File: src/rtl/drm_freq_probe_master.sv
// drm_freq_probe_master: AXI4-Lite master that checks the frequency-counter
// version word, clears the controller-side counter, waits a window of
// external timebase ticks and reads the counter back.
//
// state    | meaning
// ---------+-----------------------------------------------------------
// IDLE     | waiting for start
// RD_VER_A | version read address phase (araddr = BASE_ADDR)
// RD_VER_R | version read data phase, compare against EXP_VERSION
// WR_CLR   | counter clear write, AW and W handshakes tracked separately
// WR_B     | write response phase
// WAIT_WIN | counting window_tick pulses up to WINDOW_TICKS
// RD_CNT_A | counter read address phase (araddr = BASE_ADDR + 4)
// RD_CNT_R | counter read data phase, latch result and status
// DONE     | one-cycle done pulse, then back to IDLE
module drm_freq_probe_master #(
    parameter logic [15:0] BASE_ADDR    = 16'hFFF8,
    parameter logic [31:0] EXP_VERSION  = 32'h60DC0DE0,
    parameter int          WINDOW_TICKS = 1000,
    parameter int          TIMEOUT      = 1024
) (
    input  logic        m_axi_aclk,
    input  logic        m_axi_arstn,
    input  logic        start,
    input  logic        window_tick,
    output logic        busy,
    output logic        done,
    output logic [31:0] result,
    output logic [2:0]  err,
    output logic        m_axi_awvalid,
    input  logic        m_axi_awready,
    output logic [15:0] m_axi_awaddr,
    output logic [2:0]  m_axi_awprot,
    output logic        m_axi_wvalid,
    input  logic        m_axi_wready,
    output logic [31:0] m_axi_wdata,
    output logic [3:0]  m_axi_wstrb,
    input  logic        m_axi_bvalid,
    output logic        m_axi_bready,
    input  logic [1:0]  m_axi_bresp,
    output logic        m_axi_arvalid,
    input  logic        m_axi_arready,
    output logic [15:0] m_axi_araddr,
    output logic [2:0]  m_axi_arprot,
    input  logic        m_axi_rvalid,
    output logic        m_axi_rready,
    input  logic [31:0] m_axi_rdata,
    input  logic [1:0]  m_axi_rresp
);

    localparam logic [15:0] CNT_ADDR = BASE_ADDR + 16'd4;
    localparam int          TW       = $clog2(TIMEOUT + 1);
    localparam logic [TW-1:0] PH_LAST  = TW'(TIMEOUT - 1);
    localparam logic [15:0]   TICK_LAST = 16'(WINDOW_TICKS - 1);

    localparam logic [2:0] E_OK  = 3'd0;
    localparam logic [2:0] E_VER = 3'd1;
    localparam logic [2:0] E_TMO = 3'd2;
    localparam logic [2:0] E_RSP = 3'd3;
    localparam logic [2:0] E_SAT = 3'd4;

    typedef enum logic [3:0] {
        IDLE, RD_VER_A, RD_VER_R, WR_CLR, WR_B, WAIT_WIN, RD_CNT_A, RD_CNT_R, DONE
    } state_t;

    state_t        state_q, state_d;
    logic [TW-1:0] ph_q, ph_d;
    logic [15:0]   tick_q, tick_d;
    logic          win_entry_q, win_entry_d;
    logic          aw_done_q, aw_done_d;
    logic          w_done_q, w_done_d;
    logic          arvalid_q, arvalid_d;
    logic          rready_q, rready_d;
    logic          awvalid_q, awvalid_d;
    logic          wvalid_q, wvalid_d;
    logic          bready_q, bready_d;
    logic [15:0]   araddr_q, araddr_d;
    logic [15:0]   awaddr_q, awaddr_d;
    logic [31:0]   wdata_q, wdata_d;
    logic [3:0]    wstrb_q, wstrb_d;
    logic [31:0]   result_q, result_d;
    logic [2:0]    err_q, err_d;
    logic          busy_q, busy_d;
    logic          done_q, done_d;

    logic ar_hs, r_hs, aw_hs, w_hs, b_hs, aw_now, w_now, axi_st, tmo;

    assign ar_hs = arvalid_q & m_axi_arready;
    assign r_hs  = rready_q & m_axi_rvalid;
    assign aw_hs = awvalid_q & m_axi_awready;
    assign w_hs  = wvalid_q & m_axi_wready;
    assign b_hs  = bready_q & m_axi_bvalid;
    assign tmo   = (ph_q == PH_LAST);

    // Next-state and next-output logic; every bus output is registered from here.
    always_comb begin
        state_d     = state_q;
        arvalid_d   = 1'b0;
        rready_d    = 1'b0;
        awvalid_d   = 1'b0;
        wvalid_d    = 1'b0;
        bready_d    = 1'b0;
        araddr_d    = araddr_q;
        awaddr_d    = awaddr_q;
        wdata_d     = wdata_q;
        wstrb_d     = wstrb_q;
        result_d    = result_q;
        err_d       = err_q;
        tick_d      = tick_q;
        aw_done_d   = aw_done_q;
        w_done_d    = w_done_q;
        aw_now      = aw_done_q | aw_hs;
        w_now       = w_done_q | w_hs;
        axi_st      = 1'b0;

        case (state_q)
            IDLE: begin
                if (start) begin
                    result_d  = '0;
                    err_d     = E_OK;
                    state_d   = RD_VER_A;
                    arvalid_d = 1'b1;
                    araddr_d  = BASE_ADDR;
                end
            end
            RD_VER_A, RD_CNT_A: begin
                axi_st = 1'b1;
                if (ar_hs) begin
                    state_d  = (state_q == RD_VER_A) ? RD_VER_R : RD_CNT_R;
                    rready_d = 1'b1;
                end else if (tmo) begin
                    err_d   = E_TMO;
                    state_d = DONE;
                end else begin
                    arvalid_d = 1'b1;
                end
            end
            RD_VER_R: begin
                axi_st = 1'b1;
                if (r_hs) begin
                    if (m_axi_rresp != 2'b00) begin
                        err_d   = E_RSP;
                        state_d = DONE;
                    end else if (m_axi_rdata != EXP_VERSION) begin
                        err_d   = E_VER;
                        state_d = DONE;
                    end else begin
                        state_d   = WR_CLR;
                        awvalid_d = 1'b1;
                        wvalid_d  = 1'b1;
                        awaddr_d  = CNT_ADDR;
                        wdata_d   = '0;
                        wstrb_d   = 4'hF;
                        aw_done_d = 1'b0;
                        w_done_d  = 1'b0;
                    end
                end else if (tmo) begin
                    err_d   = E_TMO;
                    state_d = DONE;
                end else begin
                    rready_d = 1'b1;
                end
            end
            WR_CLR: begin
                // AW and W complete independently; a slave may hold wready until after awready.
                axi_st = 1'b1;
                if (aw_now && w_now) begin
                    state_d  = WR_B;
                    bready_d = 1'b1;
                end else if (tmo) begin
                    err_d   = E_TMO;
                    state_d = DONE;
                end else begin
                    awvalid_d = ~aw_now;
                    wvalid_d  = ~w_now;
                    aw_done_d = aw_now;
                    w_done_d  = w_now;
                end
            end
            WR_B: begin
                axi_st = 1'b1;
                if (b_hs) begin
                    if (m_axi_bresp != 2'b00) begin
                        err_d   = E_RSP;
                        state_d = DONE;
                    end else begin
                        state_d = WAIT_WIN;
                        tick_d  = '0;
                    end
                end else if (tmo) begin
                    err_d   = E_TMO;
                    state_d = DONE;
                end else begin
                    bready_d = 1'b1;
                end
            end
            WAIT_WIN: begin
                // A tick coinciding with the first window cycle is deliberately not counted.
                if (window_tick && !win_entry_q) begin
                    if (tick_q == TICK_LAST) begin
                        state_d   = RD_CNT_A;
                        arvalid_d = 1'b1;
                        araddr_d  = CNT_ADDR;
                    end else begin
                        tick_d = tick_q + 16'd1;
                    end
                end
            end
            RD_CNT_R: begin
                axi_st = 1'b1;
                if (r_hs) begin
                    result_d = m_axi_rdata;
                    state_d  = DONE;
                    if (m_axi_rresp != 2'b00)
                        err_d = E_RSP;
                    else if (m_axi_rdata == 32'hFFFF_FFFF)
                        err_d = E_SAT;
                    else
                        err_d = E_OK;
                end else if (tmo) begin
                    err_d   = E_TMO;
                    state_d = DONE;
                end else begin
                    rready_d = 1'b1;
                end
            end
            DONE: begin
                state_d = IDLE;
            end
            default: begin
                state_d = IDLE;
            end
        endcase

        ph_d        = (axi_st && (state_d == state_q)) ? ph_q + TW'(1) : '0;
        win_entry_d = (state_d == WAIT_WIN) && (state_q != WAIT_WIN);
        busy_d      = (state_d != IDLE) && (state_d != DONE);
        done_d      = (state_d == DONE);
    end

    // State and output registers with synchronous active-low reset.
    always_ff @(posedge m_axi_aclk) begin
        if (!m_axi_arstn) begin
            state_q     <= IDLE;
            ph_q        <= '0;
            tick_q      <= '0;
            win_entry_q <= 1'b0;
            aw_done_q   <= 1'b0;
            w_done_q    <= 1'b0;
            arvalid_q   <= 1'b0;
            rready_q    <= 1'b0;
            awvalid_q   <= 1'b0;
            wvalid_q    <= 1'b0;
            bready_q    <= 1'b0;
            araddr_q    <= '0;
            awaddr_q    <= '0;
            wdata_q     <= '0;
            wstrb_q     <= '0;
            result_q    <= '0;
            err_q       <= E_OK;
            busy_q      <= 1'b0;
            done_q      <= 1'b0;
        end else begin
            state_q     <= state_d;
            ph_q        <= ph_d;
            tick_q      <= tick_d;
            win_entry_q <= win_entry_d;
            aw_done_q   <= aw_done_d;
            w_done_q    <= w_done_d;
            arvalid_q   <= arvalid_d;
            rready_q    <= rready_d;
            awvalid_q   <= awvalid_d;
            wvalid_q    <= wvalid_d;
            bready_q    <= bready_d;
            araddr_q    <= araddr_d;
            awaddr_q    <= awaddr_d;
            wdata_q     <= wdata_d;
            wstrb_q     <= wstrb_d;
            result_q    <= result_d;
            err_q       <= err_d;
            busy_q      <= busy_d;
            done_q      <= done_d;
        end
    end

    assign busy          = busy_q;
    assign done          = done_q;
    assign result        = result_q;
    assign err           = err_q;
    assign m_axi_awvalid = awvalid_q;
    assign m_axi_awaddr  = awaddr_q;
    assign m_axi_awprot  = 3'b000;
    assign m_axi_wvalid  = wvalid_q;
    assign m_axi_wdata   = wdata_q;
    assign m_axi_wstrb   = wstrb_q;
    assign m_axi_bready  = bready_q;
    assign m_axi_arvalid = arvalid_q;
    assign m_axi_araddr  = araddr_q;
    assign m_axi_arprot  = 3'b000;
    assign m_axi_rready  = rready_q;

endmodule

File: config.mk
export PLATFORM = sky130hd
export DESIGN_NAME = drm_freq_probe_master
export DESIGN_NICKNAME = d
export VERILOG_FILES = /design/src/rtl/drm_freq_probe_master.sv
export SDC_FILE = /design/constraint.sdc
export NUM_CORES = 1
export LEC_CHECK = 0
export BUFFER_PORTS_ARGS = -buffer_cell sky130_fd_sc_hd__clkbuf_2
export CAP_MARGIN = 20
export CORE_ASPECT_RATIO = 2
export CORE_UTILIZATION = 35
export CTS_CLUSTER_DIAMETER = 80
export DETAILED_ROUTE_END_ITERATION = 6
export GPL_TIMING_DRIVEN = 1
export SLEW_MARGIN = 20
export SYNTH_ARGS = -nofsm -noshare
export SYNTH_HDL_FRONTEND = slang
export SYNTH_SLANG_ARGS = --single-unit
File: constraint.sdc
create_clock -name m_axi_aclk -period 2.3 [get_ports m_axi_aclk]
set_input_delay 0.575 -clock m_axi_aclk [delete_from_list [all_inputs] [get_ports m_axi_aclk]]
set_output_delay 0.575 -clock m_axi_aclk [all_outputs]
set_load 0.005 [all_outputs]
==> results by group <==
STA
  • Final worst-path setup slack: 0.188 ns
  • Final Hold Slack: 0.453 ns
  • Final Setup Violations: 0
  • RSZ-0062 raised after global routing: yes
  • Period utilization: 91.8%
  • Total negative setup slack: 0 ns
  • Skew final: 0.00841 ns
  • Final Hold Fails: 0
  • Slew Viols, Final: 0
  • Max Freq: 473 MHz
  • Post-route minimum period: 2.11 ns

Place
  • Post-detail-place hpwl: 10,000 um
  • Placed cell areas: 5150 um^2
  • Routability congestion estimate: 0.897
  • Post-Place Setup Slack: -0.161 ns
  • IO Port Bufs: 118

Clock tree
  • Root buf cell: clkbuf_16
  • # H-tree levels: 3
  • Worst-case clock buffer depth: 2
  • CTS tree: yes
  • Clock slew at reported path FFs: 0.07 ns
  • TritonCTS Sinks: 79
  • Post-cts hold buffer count: 0
  • Clk_lat worst skew: 0.35 ns
  • Num CTS Buffers: 9

Logic synthesis
  • Ys async rst share: 0%
  • Area contributors post-synth: dfxtp_1, buf_4, a21oi_1
  • Ys Warns: 0
  • Synth area leader: dfxtp_1
  • Number of synthesized flops with an enable pin: 0
  • Synth Register Bits: 79
  • Gate Count Post-Synth: 556
  • Post-synthesis sequential area ratio: 36.0%
  • Average cell area after synthesis: 7.90 um^2
  • Mapped Area: 4390 um^2
  • Primary FF master, synth: dfxtp_1
  • Post-synth top area share: 36.0%
  • Synth cell types: 64

Drt
  • Routed Antenna Nets: 0
  • Routed WL: 12,700 um
  • WL/cell: 15.2 um
  • Via count: 4,320
  • First DRT Iteration DRCs: 152
  • TritonRoute pass-1 iters: 4
  • Vias per cell: 5.14
  • DRC Markers: 0

Global routing
  • Total Routing Usage GR: 20.0%
  • Grt total ovfl: 0
  • Largest net degree at the start of global routing: 33
  • Vias in the first global route: 4,101
  • First-pass GRT wire length: 19,900 um
  • Initial antenna violation count: 0

Power and ir drop
  • Cell Pwr Density: 579 nW/um^2
  • Net load switching power: 0.000813 W
  • Sw Share: 25.6%
  • Reg power frac: 43.6%
  • Clock share of power: 47.4%
  • LEAKAGE: 2.31 nW
  • Int Pwr: 0.00236 W
  • Worst IR Drop VDD: 335 uV
  • Combinational Power Share: 8.9%

Floorplanning
  • Core Box Area: 12,200 um^2
  • Die height: 160 um
  • Rows: 57
  • Die W: 81.2 um
  • # IOs: 161
  • Starting Density: 36.0%
  • Full die area: 13,000 um^2

Critical path
  • Worst setup EP type: flop
  • CP max FO: 10
  • Crit start category: flop
  • CP required: 2.57 ns
  • CP Class: flop to flop
  • Worst Path Arrival: 2.39 ns

Layout
  • Antenna cells: 0
  • Layout Nets: 735
  • Share of cells above drive strength 1: 31.2%
  • Fill cell count: 1,256
  • Post-layout instance area: 5480 um^2
  • Area Overhead vs Synth: 24.9%
  • Commonest non-fill, non-tap cell in the layout: clkbuf_2
  • Most frequent cells in the layout: clkbuf_2, dfxtp_1, buf_4

Run
  • Max Cap Violations: 0

Run status
  • Outcome: complete, no violations

Worst hold path
  • Worst hold path class: flop to flop
-- power by group through the flow --
stage	registers, W	clock network [W]	logic (W)
2_1_floorplan	0.00141	0	0.000195
5_1_grt	0.00138	0.00159	0.000312
3_3_place_gp	0.00142	0	0.000280
6_report	0.00138	0.00150	0.000283
3_5_place_dp	0.00142	0	0.000279
4_1_cts	0.00138	0.00155	0.000281
-- per-layer routing --
metal | vias up | GRT usage [%] | part of all wire (%)
li1 | 2150 | - | -
met3 | 27 | 3.86 | 4.6
met1 | 2004 | 20.4 | 36
met4 | 0 | 9.74 | 3.2
met5 | - | 0 | 0
met2 | 139 | 37.1 | 56
-- stage by stage --
stage	power [W]	instances	utilization (%)
3_3_place_gp	0.00169	823	42.2
4_1_cts	0.00321	839	44.8
5_1_grt	0.00329	840	44.9
3_5_place_dp	0.00170	823	42.2
2_1_floorplan	0.00161	597	-
6_report	0.00317	840	44.9
-- final cells by class --
type                       count  area (um^2)  share of cell area, %
clock inverter                 7         85.1                   1.55
tap                          147          184                   3.36
clock buffer                   9          225                   4.11
sequential                    79         1580                   28.9
multi-input combinational    410         2290                   41.8
inverter                       7         26.3                  0.479
timing repair buffer         181         1090                   19.9
-- synth_stat cells, types with 10 or more instances --
cell type	n
dfxtp_1	79
buf_4	72
a21oi_1	59
nand2_1	59
nand3_1	52
nor2_1	41
clkbuf_1	17
nand4_1	15
o21ai_0	11
xor2_1	11
nor3_1	10
-- flip-flops by register name, summed over array words and instances (netlist names), 2 cells and up --
signal,count
err,3
m_axi_araddr,2
ph_q,11
result,32
state_q,4
tick_q,16
-- worst paths after layout --
path	start	end	slack (ns)	cells past startpoint
worst min register to register	result[11]	result[11]	0.45	2
worst max register to register	tick_q[0]	tick_q[9]	0.19	8
worst max-delay path	tick_q[0]	tick_q[9]	0.19	8
worst min-delay path	result[11]	result[11]	0.45	2
-- worst max-delay path: stages, from the launching register on --
cell	delay, ns
dfxtp_1	0.34
ha_2	0.21
and3_2	0.26
nand4_1	0.16
or2_1	0.16
nand4_2	0.11
buf_4	0.18
or4_1	0.46
a21oi_1	0.16
-- cell families (layout without fill, tap and decap cells) --
logic type | Yosys count | count (layout) | share of synthesized area, %
and+or+nand+nor | 241 | 241 | 29.2
AOI/OAI and AO/OA | 112 | 112 | 15.9
buffers and inverters | 108 | 204 | 15.6
DFF | 79 | 79 | 36.0
xor gates and xnor gates | 13 | 13 | 2.59
adders and majority gates | 2 | 2 | 0.570
other | 1 | 42 | 0.0854
-- what timing repair did --
item	CTS	global route
gates resized for setup	0	5
setup buffers	0	1
setup endpoints to repair	0	19
Note: power is estimated with default switching activity, not from simulation.
